`src/rtl/draw_scheduler_pkg.sv`:
```
// Shared widths, state encoding and defaults for the breakout draw scheduler.
package draw_scheduler_pkg;

  localparam int X_W = 8;
  localparam int Y_W = 7;
  localparam int C_W = 3;

  localparam int DEFAULT_FRAME_TICKS = 833334;
  localparam int DEFAULT_TIMEOUT     = 4096;

  typedef enum logic [2:0] {
    IDLE      = 3'd0,
    SCAN      = 3'd1,
    WAIT      = 3'd2,
    NEXT      = 3'd3,
    FRAME_END = 3'd4
  } sched_state_t;

  // Counter width for a modulus of n, never narrower than one bit.
  function automatic int ctr_width(input int n);
    return (n > 1) ? $clog2(n) : 1;
  endfunction

endpackage

```
`src/rtl/frame_timer.sv`:
```
// Free-running frame period counter; frame_tick pulses for one cycle on each wrap,
// first pulse FRAME_TICKS cycles after reset release.
module frame_timer
  import draw_scheduler_pkg::*;
#(
  parameter int FRAME_TICKS = DEFAULT_FRAME_TICKS
) (
  input  logic clock,
  input  logic reset_state,
  output logic frame_tick
);

  localparam int CNT_W = ctr_width(FRAME_TICKS);
  localparam logic [CNT_W-1:0] LAST = CNT_W'(FRAME_TICKS - 1);

  logic [CNT_W-1:0] count;

  // NOTE: sequential state is updated with non-blocking assignments only, so every
  // register samples the pre-edge values of its neighbours regardless of block order.
  always_ff @(posedge clock or posedge reset_state) begin
    if (reset_state) begin
      count      <= '0;
      frame_tick <= 1'b0;
    end else begin
      frame_tick <= (count == LAST);
      if (count == LAST) count <= '0;
      else               count <= count + 1'b1;
    end
  end

endmodule

```
`src/rtl/draw_scheduler.sv`:
```
// Grants the single VGA pixel port to each active drawing client once per frame,
// in index order, with per-client timeout supervision and frame overrun detection.
module draw_scheduler
  import draw_scheduler_pkg::*;
#(
  parameter int N_CLIENTS   = 3,
  parameter int FRAME_TICKS = DEFAULT_FRAME_TICKS,
  parameter int TIMEOUT     = DEFAULT_TIMEOUT
) (
  input  logic                     clock,
  input  logic                     reset_state,
  input  logic [N_CLIENTS-1:0]     client_active,
  input  logic [N_CLIENTS-1:0]     client_done,
  input  logic [N_CLIENTS-1:0]     client_plot,
  input  logic [X_W*N_CLIENTS-1:0] client_x,
  input  logic [Y_W*N_CLIENTS-1:0] client_y,
  input  logic [C_W*N_CLIENTS-1:0] client_colour,
  output logic [N_CLIENTS-1:0]     client_enable,
  output logic [X_W-1:0]           vga_x,
  output logic [Y_W-1:0]           vga_y,
  output logic [C_W-1:0]           vga_colour,
  output logic                     vga_plot,
  output logic                     frame_done,
  output logic [N_CLIENTS-1:0]     timeout_err,
  output logic                     overrun
);

  localparam int IDX_W = ctr_width(N_CLIENTS);
  localparam int TO_W  = ctr_width(TIMEOUT);
  localparam logic [IDX_W-1:0] LAST_IDX = IDX_W'(N_CLIENTS - 1);
  localparam logic [TO_W-1:0]  TO_LAST  = TO_W'(TIMEOUT - 1);

  sched_state_t     state;
  logic [IDX_W-1:0] idx;
  logic [TO_W-1:0]  to_cnt;
  logic             pending;
  logic             frame_tick;

  frame_timer #(.FRAME_TICKS(FRAME_TICKS)) u_frame_timer (
    .clock       (clock),
    .reset_state (reset_state),
    .frame_tick  (frame_tick)
  );

  always_ff @(posedge clock or posedge reset_state) begin
    if (reset_state) begin
      state         <= IDLE;
      idx           <= '0;
      to_cnt        <= '0;
      pending       <= 1'b0;
      client_enable <= '0;
      frame_done    <= 1'b0;
      timeout_err   <= '0;
      overrun       <= 1'b0;
    end else begin
      frame_done <= 1'b0;
      // At most one late tick is remembered; the frame restarts straight out of IDLE.
      if (frame_tick && (state != IDLE)) begin
        pending <= 1'b1;
        overrun <= 1'b1;
      end
      case (state)
        IDLE: begin
          if (frame_tick || pending) begin
            idx     <= '0;
            pending <= 1'b0;
            state   <= SCAN;
          end
        end
        SCAN: begin
          if (client_active[idx]) begin
            client_enable <= N_CLIENTS'(1) << idx;
            to_cnt        <= '0;
            state         <= WAIT;
          end else if (idx == LAST_IDX) begin
            frame_done <= 1'b1;
            state      <= FRAME_END;
          end else begin
            idx <= idx + 1'b1;
          end
        end
        WAIT: begin
          // A done sampled on the last allowed cycle still counts as a clean finish.
          if (client_done[idx]) begin
            client_enable <= '0;
            state         <= NEXT;
          end else if (to_cnt == TO_LAST) begin
            client_enable    <= '0;
            timeout_err[idx] <= 1'b1;
            state            <= NEXT;
          end else begin
            to_cnt <= to_cnt + 1'b1;
          end
        end
        NEXT: begin
          if (idx == LAST_IDX) begin
            frame_done <= 1'b1;
            state      <= FRAME_END;
          end else begin
            idx   <= idx + 1'b1;
            state <= SCAN;
          end
        end
        // frame_done was raised on entry, so it is high exactly while in FRAME_END.
        FRAME_END: state <= IDLE;
        default:   state <= IDLE;
      endcase
    end
  end

  always_ff @(posedge clock or posedge reset_state) begin
    if (reset_state) begin
      vga_x      <= '0;
      vga_y      <= '0;
      vga_colour <= '0;
      vga_plot   <= 1'b0;
    end else begin
      vga_x      <= client_x[int'(idx)*X_W +: X_W];
      vga_y      <= client_y[int'(idx)*Y_W +: Y_W];
      vga_colour <= client_colour[int'(idx)*C_W +: C_W];
      vga_plot   <= client_plot[idx] & (state == WAIT);
    end
  end

endmodule

```
`config.mk`:
```
export PLATFORM = sky130hd
export DESIGN_NAME = draw_scheduler
export DESIGN_NICKNAME = d
export VERILOG_FILES = /design/src/rtl/draw_scheduler_pkg.sv /design/src/rtl/frame_timer.sv /design/src/rtl/draw_scheduler.sv
export SDC_FILE = /design/constraint.sdc
export NUM_CORES = 1
export LEC_CHECK = 0
export CORE_MARGIN = 5
export CORE_UTILIZATION = 48
export DETAILED_ROUTE_END_ITERATION = 12
export PLACE_DENSITY = 0.92
export RECOVER_POWER = 100
export SYNTH_ARGS = -nofsm -noshare
export SYNTH_HDL_FRONTEND = slang
export SYNTH_SLANG_ARGS = --single-unit
export TNS_END_PERCENT = 5
```
`constraint.sdc`:
```
create_clock -name clock -period 2.9 [get_ports clock]
set_input_delay 0.29 -clock clock [delete_from_list [all_inputs] [get_ports clock]]
set_output_delay 0.29 -clock clock [all_outputs]
set_load 0.02 [all_outputs]
```
==> results of run 1 <==
## kinds of logic (layout without fill, tap and decap cells)
logic type / after synthesis / after routing / synth area share
buffers and inverters: 21 / 119 / 0.0323
XOR/XNOR: 17 / 17 / 0.0463
multiplexers: 26 / 26 / 0.0825
flip-flops: 66 / 66 / 0.514
AND/OR/NAND/NOR: 116 / 116 / 0.174
adder cells (fa/ha/maj): 6 / 6 / 0.0234
AO/OA/AOI/OAI: 58 / 58 / 0.128
## cell usage after synthesis, drive strengths merged (7+ instances only)
cell type | number | share of area
dfrtp | 66 | 0.51
nand2 | 35 | 0.041
xor2 | 8 | 0.022
nor2 | 33 | 0.039
o21ai | 25 | 0.039
inv | 8 | 0.0093
mux2i | 22 | 0.069
clkbuf | 7 | 0.0082
a21o | 7 | 0.016
xnor2 | 9 | 0.025
a21oi | 8 | 0.014
nand3 | 16 | 0.025
nor3 | 10 | 0.016
## routing by layer
metal | vias up | share of wire
li1 | 1276 | -
met1 | 1278 | 0.37
met2 | 81 | 0.54
met3 | 30 | 0.050
met4 | 0 | 0.035
met5 | - | 0
## worst max-delay path: cells and delay by family (launching register included)
family	cells	cell delay (ps)
and+or+nand+nor	2	670
DFF	1	490
AOI/OAI and AO/OA	3	1170
## where the power goes
| part | leakage [uW] | internal [uW] | switching, uW |
|---|---|---|---|
| Clock | 0.000110 | 492 | 322 |
| Sequential | 0.000854 | 984 | 68.7 |
| Combinational | 0.000981 | 212 | 214 |
| Total | 0.00194 | 1690 | 605 |
## state kept, by name (all words and copies together), names as in the netlist, 2 cells and up
register             flops
idx                      2
u_frame_timer.count     20
timeout_err              3
vga_x                    8
client_enable            3
to_cnt                  12
vga_colour               3
state                    3
vga_y                    7
## through the flow
stage | worst slack (ps) | util | power (uW) | cells
2_1_floorplan | 767 | - | 1340 | 310
3_3_place_gp | 688 | 0.652 | 1490 | 469
3_5_place_dp | 628 | 0.652 | 1520 | 469
4_1_cts | 612 | 0.686 | 2340 | 485
5_1_grt | 279 | 0.680 | 2410 | 485
6_report | 448 | 0.680 | 2290 | 485
## cell type report
type,instances,area share
Inverter,8,0.00688
Clock buffer,15,0.0427
Clock inverter,1,0.00688
Timing Repair Buffer,95,0.214
Multi-Input combinational cell,223,0.329
Sequential cell,66,0.378
Tap cell,77,0.0221
## final timing paths
| check | startpoint | endpoint | slack (ps) | cells after the start |
|---|---|---|---|---|
| setup reg to reg | state[1] | to_cnt[2] | 450 | 5 |
| min in group asynchronous | reset_state | vga_x[3] | 670 | 2 |
| hold reg to reg | overrun | overrun | 460 | 1 |
| setup / recovery | state[1] | to_cnt[2] | 450 | 5 |
| hold / removal | overrun | overrun | 460 | 1 |
| max in group asynchronous | reset_state | to_cnt[6] | 780 | 3 |
==> results_dict.tcl, run 1 <==
set metrics [dict create \
    drc_errors 0 \
    slew_headroom 0.114 \
    rsz0062_at_grt "false" \
    period_share 0.846 \
    drtIter0Drc 86 \
    tightest_slew_ps 1330 \
    cts_tree "built" \
    root_buffer "clkbuf_8" \
    layout-drive-gt1-share 0.0711 \
    fin_area_sq_um 4370 \
    setup_viol 0 \
    clk_pin_slew_ps 60 \
    synth_flop_cell "dfrtp_1" \
    period_needed_ps 2450 \
    antenna_found_initial 0 \
    syn_nets 381 \
    dieArea_sq_um 8430 \
    synth_edf_count 0 \
    use_met3 0.0736 \
    slowest_stage "or3b_1" \
    clkLatencyLatePin_ps 340 \
    wl_per_cell_microns 16.9 \
    gr-usage-met2 0.362 \
    multiInputGateArea_sq_um 1440 \
    overflow 0 \
    cts_setup_buffers 0 \
    critical_path.startpoint_type "flop" \
    diodes 0 \
    area_delta_synth_final_pct 35.9 \
    cts_num_sinks 66 \
    slew_viol_final 0 \
    netlist_instances 310 \
    layout_common_cells "dfrtp_1, clkdlybuf4s50_1, nand2_1, nor2_1, dlygate4sd3_1" \
    hpwl_mm 6.14 \
    layout_commonest_cell "dfrtp_1" \
    grt_max_degree 38 \
    met1_usage 0.212 \
    ioPinCount 92 \
    cp.required_ps 3130 \
    grt_usage 0.202 \
    synth.distinct_cells 42 \
    cpMostUsedCell "a221o_1" \
    status "finished clean" \
    routed_wl_mm 8.19 \
    n_fill_cell 473 \
    drt-vias-per-instance 5.49 \
    skew_ps 4.63 \
    cap_violations 0 \
    grt_pass1_vias 2837 \
    hold_class "reg -> reg" \
    nets 474 \
    vias 2665 \
    grt_pass1_wl_mm 13.3 \
    start_util 0.500 \
    path_cells "or3b_1 > a221o_1 > a21oi_1 > nor2_2 > a221o_1" \
    dpl_cell_area_sq_um 4190 \
    async_reset_ff_frac 1.00 \
    yosysSeqAreaShare 0.514 \
    cts_buffer_depth 2 \
    hold_slack_ps 461 \
    busiest_layer "met2" \
    ir_drop_mv 0.298 \
    final_hold_viol_count 0 \
    cts_hold_buf 0 \
    arrival_ps 2680 \
    htreeDepth 3 \
    tns_ps 0 \
    path_max_fanout 10 \
    max_stage_delay_ps 500 \
    gp_congestion 0.890 \
    die_x_microns 91.8 \
    crit_type "reg -> reg" \
    p_leak_uw 0.00194 \
    regArea_sq_um 1650 \
    die_h_microns 91.8 \
    post_cts_resized 0 \
    drt_pass1_iterations 4 \
    numCtsBuffers 9 \
    cp-end-kind "flop" \
    drtAntennaViolNets 0 \
    ys_ff_latch 66 \
    avgSynthCellArea_sq_um 10.4 \
    synth_area_sq_um 3210 \
    power_density_nw_per_um2 525 \
    yosys_warnings 0 \
    core-area_sq_um 6420 \
    fmax_mhz 408 \
    port_buffers 91 \
    num_rows 29 \
]
Note: power is estimated with default switching activity, not from simulation.
==> run 2, diff against run 1 <==
==> constraint.sdc (replaced) <==
create_clock -name clock -period 2.5 [get_ports clock]
set_input_delay 0.25 -clock clock [delete_from_list [all_inputs] [get_ports clock]]
set_output_delay 0.25 -clock clock [all_outputs]
set_load 0.02 [all_outputs]
==> run 2 against run 1 <==
Sequential power up 17%. Clock-buffer cell count down 5. Critical path depth unchanged. Non-clock buffer count up 7. Die area unchanged. Via count up 2.7%. Sequential cell count unchanged. Sequential share of layout area down 0.42 points. Combinational power up 25%.
==> results_dict.tcl, run 2 (synthesis results as in run 1) <==
set metrics [dict create \
    cts_hold_buf 0 \
    rsz0062_at_grt "false" \
    clkLatencyLatePin_ps 340 \
    power_switching_uw 777 \
    internal_power_uw 2000 \
    routed_wl_mm 8.85 \
    nets 481 \
    hpwl_mm 6.63 \
    grt_pass1_vias 2974 \
    tightest_slew_ps 1300 \
    drt_pass1_iterations 4 \
    cts_setup_buffers 0 \
    rr_worst_depth 5 \
    grt_max_degree 25 \
    cap_violations 0 \
    ioPinCount 92 \
    p_leak_uw 0.00196 \
    cts_num_sinks 66 \
    p_comb_frac 0.192 \
    ir_drop_mv 0.529 \
    p_total_uw 2770 \
    vias 2737 \
    grt_usage 0.216 \
    largest_register_ffs 20 \
    dieArea_sq_um 8430 \
    hold-path-cell-count 1 \
    die_h_microns 91.8 \
    start_util 0.500 \
    switching_share 0.280 \
    overflow 0 \
    grt_pass1_wl_mm 14.4 \
    hold_class "reg -> reg" \
    regMostFlops "u_frame_timer.count" \
    power_density_nw_per_um2 628 \
    path_max_fanout 19 \
    gp_congestion 0.896 \
    final_hold_viol_count 0 \
    drc_errors 0 \
    top_regs "u_frame_timer.count x20, to_cnt x12, vga_x x8" \
    layout_common_cells "dfrtp_1, clkdlybuf4s50_1, nand2_1, nor2_1, dlygate4sd3_1" \
    arrival_ps 2440 \
    cts_buffer_depth 2 \
    core-area_sq_um 6420 \
    port_buffers 91 \
    cts_tree "built" \
    root_buffer "clkbuf_8" \
    drtIter0Drc 152 \
    setup_viol 0 \
    critical_path.startpoint_type "flop" \
    drtAntennaViolNets 0 \
    wl_per_cell_microns 18.0 \
    clk_pin_slew_ps 80 \
    slew_headroom 0.133 \
    layout-drive-gt1-share 0.0819 \
    post_cts_resized 0 \
    area_delta_synth_final_pct 37.4 \
    layout_commonest_cell "dfrtp_1" \
    fmax_mhz 452 \
    diodes 0 \
    htreeDepth 3 \
    period_share 0.884 \
    drt-vias-per-instance 5.56 \
    skew_ps 5.97 \
    sequentialPowerShare 0.443 \
    numCtsBuffers 9 \
    period_needed_ps 2210 \
    crit_type "reg -> reg" \
    cp-end-kind "flop" \
    die_x_microns 91.8 \
    tns_ps 0 \
    num_rows 29 \
    antenna_found_initial 0 \
    cp.required_ps 2730 \
    status "finished clean" \
    pwr-share-clk 0.365 \
    slew_viol_final 0 \
    n_fill_cell 451 \
]
## run 2: power groups by stage
stage / clock [uW] / sequential [uW] / combinational (uW)
2_1_floorplan: 0 / 1250 / 306
3_3_place_gp: 0 / 1240 / 518
3_5_place_dp: 0 / 1250 / 544
4_1_cts: 1030 / 1230 / 555
5_1_grt: 1090 / 1240 / 579
6_report: 1010 / 1230 / 533
## run 2: worst paths after layout
| kind | slack, ps | end | startpoint |
|---|---|---|---|
| worst min register to register | 450 | timeout_err[1] | timeout_err[1] |
| worst max register to register | 290 | vga_plot | idx[0] |
| worst max-delay path | 290 | vga_plot | idx[0] |
| worst min-delay path | 450 | timeout_err[1] | timeout_err[1] |
| min in group asynchronous | 520 | vga_x[4] | reset_state |
| max in group asynchronous | 870 | vga_x[6] | reset_state |
## run 2: critical path, stage by stage (launching register included)
cell	delay, ps
dfrtp_1	520
clkbuf_1	990
mux2i_1	280
nor2_1	60
a21oi_1	180
nor2_1	70
## run 2: area by class of cell
class / instances / area [sq um] / share of cell area
timing repair buffer: 102 / 973 / 0.220
sequential: 66 / 1650 / 0.374
multi-input combinational: 223 / 1440 / 0.326
tap: 77 / 96.3 / 0.0218
clock inverter: 6 / 88.8 / 0.0201
inverter: 8 / 30.0 / 0.00680
clock buffer: 10 / 138 / 0.0312
## run 2: through the flow
| stage | util | hold WS [ps] | std cells | setup WS (ps) | instance area (sq um) |
|---|---|---|---|---|---|
| after floorplan | - | 367 | 310 | 367 | 3210 |
| after global placement | 0.659 | 438 | 476 | 331 | 4230 |
| after detailed placement | 0.659 | 444 | 476 | 285 | 4230 |
| after CTS | 0.694 | 246 | 492 | 314 | 4460 |
| after global routing | 0.688 | 473 | 492 | 95.9 | 4420 |
| final | 0.688 | 452 | 492 | 290 | 4420 |
## run 2: layer usage
metal  global-route usage  part of all wire  up-vias
li1                     -                 -     1292
met5                    0                 0        -
met4                0.104             0.036        0
met2                0.397              0.56       92
met3               0.0556             0.044       24
met1                0.230              0.36     1329
